==> config.mk <==
export PLATFORM = sky130hd
export DESIGN_NAME = multi_ro_arbiter
export DESIGN_NICKNAME = d
export VERILOG_FILES = /design/src/rtl/multi_ro_arbiter.sv
export SDC_FILE = /design/constraint.sdc
export NUM_CORES = 1
export LEC_CHECK = 0
export CAP_MARGIN = 0
export CORE_UTILIZATION = 38
export CTS_CLUSTER_DIAMETER = 200
export DETAILED_ROUTE_END_ITERATION = 10
export GPL_ROUTABILITY_DRIVEN = 0
export PLACE_DENSITY = 0.77
export SKIP_CTS_REPAIR_TIMING = 1
export SYNTH_ARGS = -nofsm -noshare
export SYNTH_HDL_FRONTEND = slang
export SYNTH_SLANG_ARGS = --single-unit
export TNS_END_PERCENT = 30
==> constraint.sdc <==
create_clock -name CLK -period 1.93 [get_ports CLK]
set_input_delay 0.193 -clock CLK [delete_from_list [all_inputs] [get_ports CLK]]
set_output_delay 0.193 -clock CLK [all_outputs]
set_load 0.03 [all_outputs]
==> src/rtl/multi_ro_arbiter.sv <==
// multi_ro_arbiter
// Round-robin readout scheduler: grants one channel FIFO at a time and
// copies a bounded burst into the shared output FIFO as header, data words
// and trailer. OUT_FULL is expected to be the output FIFO's almost-full flag
// (one slot of slack) because the write strobe is registered.

module multi_ro_arbiter #(
    parameter int NCH       = 4,
    parameter int DW        = 16,
    parameter int MAX_BURST = 16
) (
    input  logic              CLK,
    input  logic              RST,
    input  logic [NCH-1:0]    DAVAIL,
    input  logic [NCH*DW-1:0] CH_DATA,
    output logic [NCH-1:0]    CH_RDEN,
    input  logic              OUT_FULL,
    output logic              OUT_WR_EN,
    output logic [DW-1:0]     OUT_DATA,
    output logic [1:0]        OUT_TAG,
    output logic [3:0]        CH_SEL,
    output logic              BUSY
);

    typedef enum logic [2:0] {
        S_IDLE,
        S_ARB,
        S_HEADER,
        S_READ,
        S_TRAILER
    } state_t;

    localparam logic [1:0] TAG_HDR    = 2'b01;
    localparam logic [1:0] TAG_DATA   = 2'b00;
    localparam logic [1:0] TAG_TRL    = 2'b10;
    localparam logic [7:0] BURST_LAST = 8'(MAX_BURST - 1);
    localparam logic [3:0] PTR_RESET  = 4'(NCH - 1);

    state_t          r_state;
    logic [3:0]      r_ptr;       // last served channel
    logic [3:0]      r_ch_sel;    // channel granted for the current frame
    logic [7:0]      r_count;     // data words popped in the current frame
    logic            r_wr_en;
    logic [DW-1:0]   r_data;
    logic [1:0]      r_tag;

    logic            w_sel_davail;
    logic [DW-1:0]   w_sel_data;
    logic            w_found;
    logic [3:0]      w_grant;
    logic            w_pop;

    // Select the granted channel's data-available flag and head word.
    always_comb begin
        // NOTE: every combinational output gets a default first so no path leaves it unassigned (no latch).
        w_sel_davail = 1'b0;
        w_sel_data   = '0;
        for (int i = 0; i < NCH; i++) begin
            if (r_ch_sel == 4'(i)) begin
                w_sel_davail = DAVAIL[i];
                w_sel_data   = CH_DATA[i*DW +: DW];
            end
        end
    end

    // Round-robin scan: first requesting channel after the last served one, wrapping.
    always_comb begin
        w_found = 1'b0;
        w_grant = r_ptr;
        for (int k = 1; k <= NCH; k++) begin
            for (int j = 0; j < NCH; j++) begin
                if (!w_found && DAVAIL[j] && ((int'(r_ptr) + k) % NCH) == j) begin
                    w_found = 1'b1;
                    w_grant = 4'(j);
                end
            end
        end
    end

    // A pop happens only in READ with data present and room downstream; a
    // pending reset suppresses it so no word is consumed and then dropped.
    assign w_pop = (r_state == S_READ) && w_sel_davail && !OUT_FULL && !RST;

    // Drive the pop strobe of the granted channel only.
    always_comb begin
        CH_RDEN = '0;
        for (int i = 0; i < NCH; i++) begin
            CH_RDEN[i] = w_pop && (r_ch_sel == 4'(i));
        end
    end

    // Frame sequencer with registered write port.
    always_ff @(posedge CLK) begin
        if (RST) begin
            // NOTE: sequential state uses non-blocking assignments so every register sees pre-edge values.
            r_state  <= S_IDLE;
            r_ptr    <= PTR_RESET;
            r_ch_sel <= '0;
            r_count  <= '0;
            r_wr_en  <= 1'b0;
            r_data   <= '0;
            r_tag    <= '0;
        end else begin
            r_wr_en <= 1'b0;
            case (r_state)
                S_IDLE: begin
                    if (|DAVAIL) r_state <= S_ARB;
                end
                S_ARB: begin
                    if (w_found) begin
                        r_ch_sel <= w_grant;
                        r_ptr    <= w_grant;
                        r_state  <= S_HEADER;
                    end else begin
                        r_state <= S_IDLE;
                    end
                end
                S_HEADER: begin
                    if (!OUT_FULL) begin
                        r_wr_en <= 1'b1;
                        r_data  <= DW'(r_ch_sel);
                        r_tag   <= TAG_HDR;
                        r_state <= S_READ;
                    end
                end
                S_READ: begin
                    if (w_pop) begin
                        r_wr_en <= 1'b1;
                        r_data  <= w_sel_data;
                        r_tag   <= TAG_DATA;
                        r_count <= r_count + 8'd1;
                        if (r_count == BURST_LAST) r_state <= S_TRAILER;
                    end else if (!w_sel_davail) begin
                        r_state <= S_TRAILER;
                    end
                end
                S_TRAILER: begin
                    if (!OUT_FULL) begin
                        r_wr_en <= 1'b1;
                        r_data  <= DW'(r_count);
                        r_tag   <= TAG_TRL;
                        r_count <= '0;
                        r_state <= S_IDLE;
                    end
                end
                default: r_state <= S_IDLE;
            endcase
        end
    end

    assign OUT_WR_EN = r_wr_en;
    assign OUT_DATA  = r_data;
    assign OUT_TAG   = r_tag;
    assign CH_SEL    = r_ch_sel;
    assign BUSY      = (r_state != S_IDLE);

endmodule
==> flow_summary_export.csv <==
group,metric,value,unit
run_status,status,"complete, no violations",
cts,cts_tree,"done",
route,drc,0,
floorplanning,io_pins,99,
route,vias,2350,
worst_setup_path,required,1.74,ns
cts,cts_made_buffers,5,
layout,finish.utilization,63.7,%
timing,timing.final.crit_share,97.1,%
layout,design_area,3550,um2
timing,setup_viol,0,
power,swShare,34.4,%
global_route,grt-ovfl-total,0,
worst_setup_path,crit_arrival,1.68,ns
timing,setup_ws,0.0568,ns
timing,final.setup.tns,0,ns
flow_run,cap_viol_max_count,0,
floorplanning,coreArea,5570,um2
timing,worst_pin_slew,0.556,ns
timing,drv_slew,0,
place,io_buffers,96,
global_route,grt_use_met3,4.77,%
power,ir_drop,0.000380,V
route,avgViaCountPerCell,5.43,
timing,maxSlewHeadroom,62.8,%
yosys,synth_edf_count,0,
yosys,yosysTopAreaCell,"dfxtp_1",
layout,layout_commonest_cell,"clkdlybuf4s50_1",
timing,finalCriticalPeriod,1.87,ns
global_route,grt_pass1_vias,2234,
yosys,yosys_register_bits,34,
floorplanning,die_h,78.6,um
cts,clock_sinks,34,
yosys,synth_async_sr_flop_share,0,%
global_route,antenna_found_initial,0,
power,pwr-share-comb,43.4,%
yosys,ys_warn_count,0,
layout,final_cell_mix,"clkdlybuf4s50_1 (91), buf_4 (35), dfxtp_1 (31)",
global_route,grt.met1_usage,28.1,%
layout,fillers,461,
yosys,netlist_area,2230,um2
worst_setup_path,cp_max_fo,5,
global_route,busiest_layer,"met2",
cts,h-tree-depth,2,
route,drt_pass1_iterations,4,
yosys,ys_seq_area_share,30.5,%
global_route,grt_use_total,22.6,%
yosys,synth.avg_cell_area,9.18,um2
cts,clk_path_buf_depth,2,
cts,worstSkewPairLatency,0.29,ns
global_route,grt_max_degree,30,
timing,fmax,534,MHz
worst_setup_path,worst_setup_path_start_kind,"flop",
place,dp_hpwl,5410,um
floorplanning,die_area,6180,um2
min_path,min_path_type,"flop to flop",
timing,skew,0.00573,ns
cts,path_clk_slew,0.07,ns
power,power.total,2.39,mW
timing,hold_viol,0,
global_route,grt_pass1_wl,10800,um
yosys,netlist.area_leader.share,30.5,%
power,clkPwrFrac,22.8,%
route,routedWlPerCell,16.1,um
route,ant_nets,0,
power,p_sw,0.823,mW
power,power.density,674,nW/um2
global_route,grt_use_met2,38.7,%
yosys,synth_ff_type,"dfxtp_1",
power,seq_power_share,33.9,%
worst_setup_path,reg2reg_slack,0.06,ns
layout,drive_above_1_share,16.6,%
place,dp.cells,422,
worst_setup_path,end_kind,"output port",
layout,syn2layout_area_growth,59.1,%
yosys,synthCells,243,
place,dp_slack,-0.156,ns
cts,root_buffer,"clkbuf_8",
layout,finalNonFillerCells,433,
floorplanning,rows,27,
timing,whs,0.461,ns
place,place_area,3390,um2
yosys,yosysUniqueCellTypes,55,
power,internal_power,1.57,mW
route,drtIter0Drc,122,
yosys,synth.area.top_cells,"dfxtp_1 (31%), mux2i_1 (11%), mux4_1 (7.1%)",
floorplanning,initial_core_util,40.0,%
power,p_leak,1.28,nW
worst_setup_path,crit_type,"flop to output port",
route,postRouteWirelength,6980,um
layout,n_antenna_cell,0,
layout,nNetsFinal,432,
floorplanning,die_w,78.6,um
## critical path: stages, from the launching register on
cell     delay (ns)
dfxtp_4        0.36
mux4_2         0.56
nand3_4        0.13
buf_6          0.12
nor3_1         0.04
buf_4          0.18
## final cells by class
| cell class | instances | area, um2 | area share, % |
|---|---|---|---|
| Clock buffer | 7 | 86.3 | 2.43 |
| Clock inverter | 1 | 5.00 | 0.141 |
| Inverter | 8 | 30.0 | 0.846 |
| Multi-Input combinational cell | 184 | 1470 | 41.3 |
| Sequential cell | 34 | 687 | 19.4 |
| Tap cell | 72 | 90.1 | 2.54 |
| Timing Repair Buffer | 127 | 1180 | 33.4 |
## power groups by stage
stage	Combinational (mW)	Sequential [mW]	Clock, mW
floorplan	0.588	0.841	0
global placement	0.972	0.818	0
detailed placement	0.990	0.821	0
CTS	0.994	0.805	0.554
global route	1.11	0.816	0.593
finish	1.04	0.810	0.544
## cells by family after synthesis
| family | count (synthesis) | share of synthesized area, % |
|---|---|---|
| muxes | 35 | 22.4 |
| AOI/OAI and AO/OA | 53 | 17.7 |
| other | 1 | 0.168 |
| and+or+nand+nor | 90 | 22.0 |
| DFF | 34 | 30.5 |
| adders and majority gates | 1 | 0.561 |
| xor gates and xnor gates | 3 | 1.18 |
| buffers and inverters | 26 | 5.44 |
## registers in the layout (all words and copies together), names as in the netlist
register	cells
r_state	3
OUT_WR_EN	1
r_count	8
OUT_DATA	16
OUT_TAG	2
r_ptr	2
CH_SEL	2
## routing by layer
metal  wire [um]  share of wire (%)
met1        3040                 43
met2        3470                 50
met3         382                5.5
met4          94                1.3
met5           0                  0
## Yosys cell counts (2+ instances only)
master     count
nand3_1        4
buf_4          2
mux4_1         6
and4_1         2
dfxtp_1       34
o21ai_0        8
a21oi_1       10
a211oi_1       3
xor2_1         2
nor3_1         6
a221oi_1       2
mux4_2         4
nor2_1        15
buf_2          7
o22ai_1        6
and3_1         2
o31ai_1        3
a2111oi_0      2
nand2b_1       4
and3b_1        2
nor4b_1        2
or4_1          4
mux2i_1       24
nand4_1        2
nand2_1       27
inv_1          8
nor3b_1        4
clkbuf_1       7
and2_1         6
or3_1          4
a221o_1        6
a32oi_1        2
## final timing paths
check,from,to,cells past startpoint
worst max-delay path,CH_SEL[0],CH_RDEN[1],5
worst min-delay path,OUT_DATA[9],OUT_DATA[9],2
worst max register to register,CH_SEL[0],OUT_DATA[11],6
worst min register to register,OUT_DATA[9],OUT_DATA[9],2
No activity file was read; power rests on OpenSTA's default activity.
